## config.mk

```make
export PLATFORM = sky130hd
export DESIGN_NAME = down_counter_timer_flat
export DESIGN_NICKNAME = d
export VERILOG_FILES = /design/src/rtl/down_counter_timer_if.sv /design/src/rtl/down_counter_timer.sv /design/src/flat_wrapper.sv
export SDC_FILE = /design/constraint.sdc
export NUM_CORES = 1
export LEC_CHECK = 0
export BUFFER_PORTS_ARGS = -buffer_cell sky130_fd_sc_hd__clkbuf_2
export CAP_MARGIN = 10
export CELL_PAD_IN_SITES_DETAIL_PLACEMENT = 1
export CELL_PAD_IN_SITES_GLOBAL_PLACEMENT = 1
export CORE_MARGIN = 1
export CORE_UTILIZATION = 26
export CTS_CLUSTER_DIAMETER = 40
export DETAILED_ROUTE_END_ITERATION = 12
export PLACE_DENSITY = 0.68
export SLEW_MARGIN = 30
export SYNTH_ARGS = -nofsm -noshare
export SYNTH_HDL_FRONTEND = slang
export SYNTH_SLANG_ARGS = --single-unit
```

## constraint.sdc

```tcl
create_clock -name clk -period 1.9 [get_ports clk]
set_input_delay 0.38 -clock clk [delete_from_list [all_inputs] [get_ports clk]]
set_output_delay 0.38 -clock clk [all_outputs]
set_load 0.05 [all_outputs]
```

## src/rtl/down_counter_timer_if.sv

```systemverilog
// Control/status bundle for down_counter_timer: load/enable/mode in, count/tc/busy out.
interface down_counter_timer_if #(
    parameter int WIDTH = 4
);
    logic             load;
    logic [WIDTH-1:0] load_val;
    logic             en;
    logic             auto_reload;
    logic [WIDTH-1:0] count;
    logic             tc;
    logic             busy;

    modport master (
        output load, load_val, en, auto_reload,
        input  count, tc, busy
    );

    modport slave (
        input  load, load_val, en, auto_reload,
        output count, tc, busy
    );
endinterface

```

## src/rtl/down_counter_timer.sv

```systemverilog
// Loadable synchronous down-counter/timer with one-shot or auto-reload mode
// and a single-cycle registered terminal-count pulse.
module down_counter_timer #(
    parameter int WIDTH = 4
) (
    input  logic                 clk,
    input  logic                 reset,
    down_counter_timer_if.slave  bus
);
    typedef enum logic {IDLE, RUN} state_t;

    localparam logic [WIDTH-1:0] ONE = {{(WIDTH-1){1'b0}}, 1'b1};

    state_t           state_q, state_d;
    logic [WIDTH-1:0] count_q, count_d;
    logic [WIDTH-1:0] rld_q, rld_d;
    logic             tc_q, tc_d;

    always_ff @(posedge clk) begin
        if (reset) begin
            state_q <= IDLE;
            count_q <= '0;
            rld_q   <= '0;
            tc_q    <= 1'b0;
        end else begin
            state_q <= state_d;
            count_q <= count_d;
            rld_q   <= rld_d;
            tc_q    <= tc_d;
        end
    end

    // A load always wins over the terminal event, so a restart never emits tc.
    always_comb begin
        state_d = state_q;
        count_d = count_q;
        rld_d   = rld_q;
        tc_d    = 1'b0;
        if (bus.load) begin
            count_d = bus.load_val;
            rld_d   = bus.load_val;
            state_d = (bus.load_val != '0) ? RUN : IDLE;
        end else if (state_q == RUN && bus.en) begin
            if (count_q == ONE) begin
                tc_d = 1'b1;
                if (bus.auto_reload) begin
                    count_d = rld_q;
                end else begin
                    count_d = '0;
                    state_d = IDLE;
                end
            end else begin
                count_d = count_q - ONE;
            end
        end
    end

    assign bus.count = count_q;
    assign bus.tc    = tc_q;
    assign bus.busy  = (state_q == RUN);
endmodule
```

## src/flat_wrapper.sv

```systemverilog
// flat-port wrapper written by rule: the top's interface ports become plain ports
module down_counter_timer_flat 
#(
    parameter int WIDTH = 4
)
  (clk, reset, bus_load, bus_load_val, bus_en, bus_auto_reload, bus_count, bus_tc, bus_busy);
  down_counter_timer_if #(.WIDTH(WIDTH)) bus_i ();
  input  logic clk;
  input  logic reset;
  input wire logic [$bits(bus_i.load)-1:0] bus_load;
  input wire logic [$bits(bus_i.load_val)-1:0] bus_load_val;
  input wire logic [$bits(bus_i.en)-1:0] bus_en;
  input wire logic [$bits(bus_i.auto_reload)-1:0] bus_auto_reload;
  output wire logic [$bits(bus_i.count)-1:0] bus_count;
  output wire logic [$bits(bus_i.tc)-1:0] bus_tc;
  output wire logic [$bits(bus_i.busy)-1:0] bus_busy;
  assign bus_i.load = bus_load;
  assign bus_i.load_val = bus_load_val;
  assign bus_i.en = bus_en;
  assign bus_i.auto_reload = bus_auto_reload;
  assign bus_count = bus_i.count;
  assign bus_tc = bus_i.tc;
  assign bus_busy = bus_i.busy;
  down_counter_timer #(.WIDTH(WIDTH)) u_core (.clk(clk), .reset(reset), .bus(bus_i));
endmodule
```

### Word level (Yosys, flattened, before mapping)

Cells that the tools add are included.

* add/subtract/negate cells: 1
* equality and inequality tests: 2
* mux-type cells: 10
* bitwise logic cells: 1
* reductions and logical operators: 6

Operators with widths (count)
* $mux 4: 4
* $mux 1: 6
* $eq 4x1->1 const B: 1
* $reduce_bool 2->1: 2
* $reduce_bool 4->1: 1
* $sub 4x1->4 const B: 1
* $reduce_and 3->1: 1
* $reduce_or 3->1: 1
* $ne 2x2->1 const B: 1
* $logic_and 1x1->1: 1
* $not 1->1: 1

* register bits: 10
* bits of input ports: 9
* output and inout bits: 6
* word-level logic and storage cells: 24

### Depth between registers and ports, before layout

* depth in word-level cells: 4
* mapped depth: 6
* mapped depth without buffers: 6

### Worst setup path after synthesis

OpenSTA, ideal clock, no wires.

* kind: reg2reg
* start point: register u_core.count_q[0] (netlist: u_core.bus.count[0])
* end point: register u_core.count_q[1] (netlist: u_core.bus.count[1])
* setup time: 0.130 ns
* data arrival time: 1.621 ns
* data required time: 1.770 ns
* path slack: 0.149 ns
* cell stages (with the launch flop): 6
* path buffers: 0
* clock period less this slack: 1.751 ns
* path through: dfxtp_1 ha_1 nor3b_2 nor2_1 a311oi_1 o22ai_1

* word-level cells in the longest chain between the ends: 4
* elaborated cells on any way between the ends: 5
* those cells by class: 1 x add/sub; 1 x eq/ne; 3 x mux

RTL lines
* start: declaration: line down_counter_timer.sv:15 `logic [WIDTH-1:0] count_q, count_d;`
* start signal: assignment: line down_counter_timer.sv:27 `count_q <= count_d;`
* $sub 4x1->4 or $eq 4x1->1 (tied branches): line down_counter_timer.sv:53, down_counter_timer.sv:44
* $mux 4 (*): line down_counter_timer.sv:44 `if (count_q == ONE) begin`
* $mux 4 (*): line down_counter_timer.sv:43 `end else if (state_q == RUN && bus.en) begin`
* $mux 4 (*): line down_counter_timer.sv:39 `if (bus.load) begin`

Mark *: on every way between the ends. The rest lies on a longest branch, timed or not. The select of a mux whose other input is x is not followed.
A chain may end at the register's enable or synchronous reset.

### Final worst setup path

Ends and elaborated chain as after synthesis.

==> flow_metrics.py <==
metrics = {
    "placement": {
        "io_buffers": 14,
        "place_hpwl_microns": 1000,
        "placed_area_sq_um": 606,
        "place_inst": 97,
        "gp_congestion": 0.779,
    },
    "power": {
        "leakage_nw": 0.251,
        "netSwitchingFraction": 0.318,
        "power_mw": 0.486,
        "power_density_mw_per_mm2": 773,
        "intPower_mw": 0.331,
        "vdd_ir_drop_max_uv": 408,
        "p_sw_mw": 0.155,
        "p_comb_frac": 0.214,
        "clock_power_share": 0.300,
        "p_seq_frac": 0.485,
    },
    "die": {
        "die-width_microns": 46.4,
        "fp-row-count": 15,
        "initial_utilization": 0.288,
        "pin_count": 15,
        "dieArea_sq_mm": 0.00215,
        "coreArea_sq_mm": 0.00178,
        "fp.dieH_microns": 46.4,
    },
    "min_path": {
        "holdPathEnd": "u_core.rld_q[3]",
        "worstHoldStart": "bus_load_val[3]",
        "worstHoldPathType": "primary input to register",
        "min_delay_path_depth": 3,
    },
    "cts": {
        "cts_htree_levels": 1,
        "clkSinkCount": 10,
        "ctsHoldBuffers": 0,
        "cts_buffers": 3,
        "cts_tree": "yes",
        "clk_pin_slew_ps": 60,
        "postCtsSetupBuffers": 0,
        "cts_resized": 0,
        "insertion_delay_ps": 260,
        "cts_root_buf": "clkbuf_4",
        "clk_path_buf_depth": 2,
    },
    "routing": {
        "wl_microns": 1320,
        "first_iter_violations": 0,
        "drt_first_pass_iters": 1,
        "ant_nets": 0,
        "wl_per_cell_microns": 13.2,
        "drc": 0,
        "vias_per_cell": 5.04,
        "dr_total_vias": 504,
    },
    "layout": {
        "n_antenna_cell": 0,
        "nets": 88,
        "syn2layout_area_growth_pct": 22.4,
        "post-route-util": 0.352,
        "design_area_sq_um": 628,
        "final_cells": 100,
        "drive_above_1_share": 0.240,
    },
    "worst_setup_path": {
        "critPathLaunchType": "register",
        "required_ps": 2040,
        "endpoint_kind": "register",
        "r2r_cells": 5,
        "rr_startpoint": "u_core.bus.count[0]",
        "reg2reg_to": "u_core.bus.count[1]",
        "crit_fanout": 6,
        "slowest_stage": "dfxtp_1",
        "slowest_delay_ps": 420,
        "critical_path_class": "register to register",
        "critPathArrivalTime_ps": 1700,
        "crit_chain": "ha_1 -> nor3b_2 -> nor2_1 -> a311oi_1 -> o22ai_1",
        "rrSetupSlack_ps": 340,
    },
    "global_routing": {
        "grt.total_usage": 0.147,
        "grt_pass1_wl_microns": 2130,
        "grt_pass1_vias": 452,
        "grt_max_degree": 16,
        "antenna_found_initial": 0,
        "overflow": 0,
    },
    "synthesis": {
        "yosys_register_bits": 10,
        "synth_fp_nets": 71,
        "ys_seq_area_frac": 0.390,
        "postSynthAreaPerCell_sq_um": 8.55,
        "synth_area_sq_um": 513,
        "yosysWarnings": 0,
        "synth.area.top_cells": "dfxtp_1, a21oi_1, ha_1",
        "synth.top_cell.area_share": 0.390,
        "synth-async-reset-ratio": 0,
        "synth-edff-count": 0,
        "synth_cell_types": 30,
        "synth_top_cell_by_area": "dfxtp_1",
        "syn_inst": 60,
        "ys.flop_type": "dfxtp_1",
    },
    "timing": {
        "max_freq_mhz": 642,
        "post-route-period-util": 0.820,
        "fin_tns_setup_ps": 0,
        "slew_headroom": 0.754,
        "fin_skew_ps": 0.485,
        "tightest_slew_ps": 364,
        "setup_viol": 0,
        "rsz0062_at_grt": "no",
        "finalCriticalPeriod_ps": 1560,
        "hold_violations": 0,
        "drv_slew": 0,
    },
    "run_status": {
        "outcome": "completed",
    },
    "job": {
        "drv_cap": 0,
    },
}
==> state kept, by name, summed over array words and instances (netlist names) <==
register / count
u_core.bus.count: 4
u_core.rld_q: 4
u_core.bus.busy: 1
u_core.bus.tc: 1
==> cells in the mapped netlist (2+ instances only) <==
cell type / count
nand2_1: 6
nand2b_1: 4
a21oi_1: 5
ha_1: 2
nand3b_1: 2
o21ai_1: 2
o21ai_0: 2
dfxtp_1: 10
inv_1: 3
nor2_1: 3
nor3_1: 2
==> critical path: cells and delay by family (launching register included) <==
kind            cells  cell delay [ps]
compound gates      2              360
fa+ha+maj           1              240
flops               1              420
simple gates        2              410
==> per-layer routing <==
metal,track usage,wire length (microns),up-vias,share of wire
met2,0.194,581,13,0.44
met4,0.106,43,0,0.033
met5,0,0,-,0
met3,0.0353,43,4,0.033
li1,-,-,251,-
met1,0.202,654,236,0.49
==> metrics by stage <==
step,setup WS [ps],hold WS (ps)
after floorplan,149,450
after global placement,434,469
after detailed placement,362,478
after CTS,345,386
after global routing,239,411
final,342,387
==> power by group through the flow <==
| stage | Sequential [mW] | Clock (mW) | Combinational (mW) |
|---|---|---|---|
| 2_1_floorplan | 0.265 | 0 | 0.0473 |
| 3_3_place_gp | 0.240 | 0 | 0.104 |
| 3_5_place_dp | 0.241 | 0 | 0.105 |
| 4_1_cts | 0.236 | 0.151 | 0.105 |
| 5_1_grt | 0.238 | 0.164 | 0.115 |
| 6_report | 0.236 | 0.146 | 0.104 |
==> cells in the final DEF (no fill, tap or decap), types with 2 or more instances in the layout <==
master	count
a21oi_1	5
clkbuf_2	14
clkbuf_4	3
dfxtp_1	10
ha_1	2
inv_1	3
nand2_1	6
nand2b_1	4
nand3b_1	2
nor2_1	3
nor3_1	2
o21ai_0	2
o21ai_1	2
==> cell families after synthesis <==
kind of cell / Yosys count / synth area share
AO/OA/AOI/OAI: 17 / 0.222
adder cells (fa/ha/maj): 2 / 0.0488
buffers and inverters: 5 / 0.0390
flip-flops: 10 / 0.390
multiplexers: 1 / 0.0195
AND/OR/NAND/NOR: 25 / 0.281
==> area by class of cell <==
cell class	count	area [sq um]
Fill cell	229	1150
Inverter	3	11.3
Multi-Input combinational cell	45	293
Sequential cell	10	200
Tap cell	25	31.3
Clock buffer	3	22.5
Timing Repair Buffer	14	70.1
==> worst max path at each step <==
stage	slack, ps	from	cells past startpoint	to
after global placement	430	u_core.bus.count[0]	5	u_core.bus.count[1]
after global routing	240	u_core.bus.count[0]	5	u_core.bus.count[1]
after floorplan	150	u_core.bus.count[0]	5	u_core.bus.count[1]
after CTS	350	u_core.bus.count[0]	5	u_core.bus.count[1]
after detailed placement	360	u_core.bus.count[0]	5	u_core.bus.count[1]
final	340	u_core.bus.count[0]	5	u_core.bus.count[1]
Note: power is estimated with default switching activity, not from simulation.
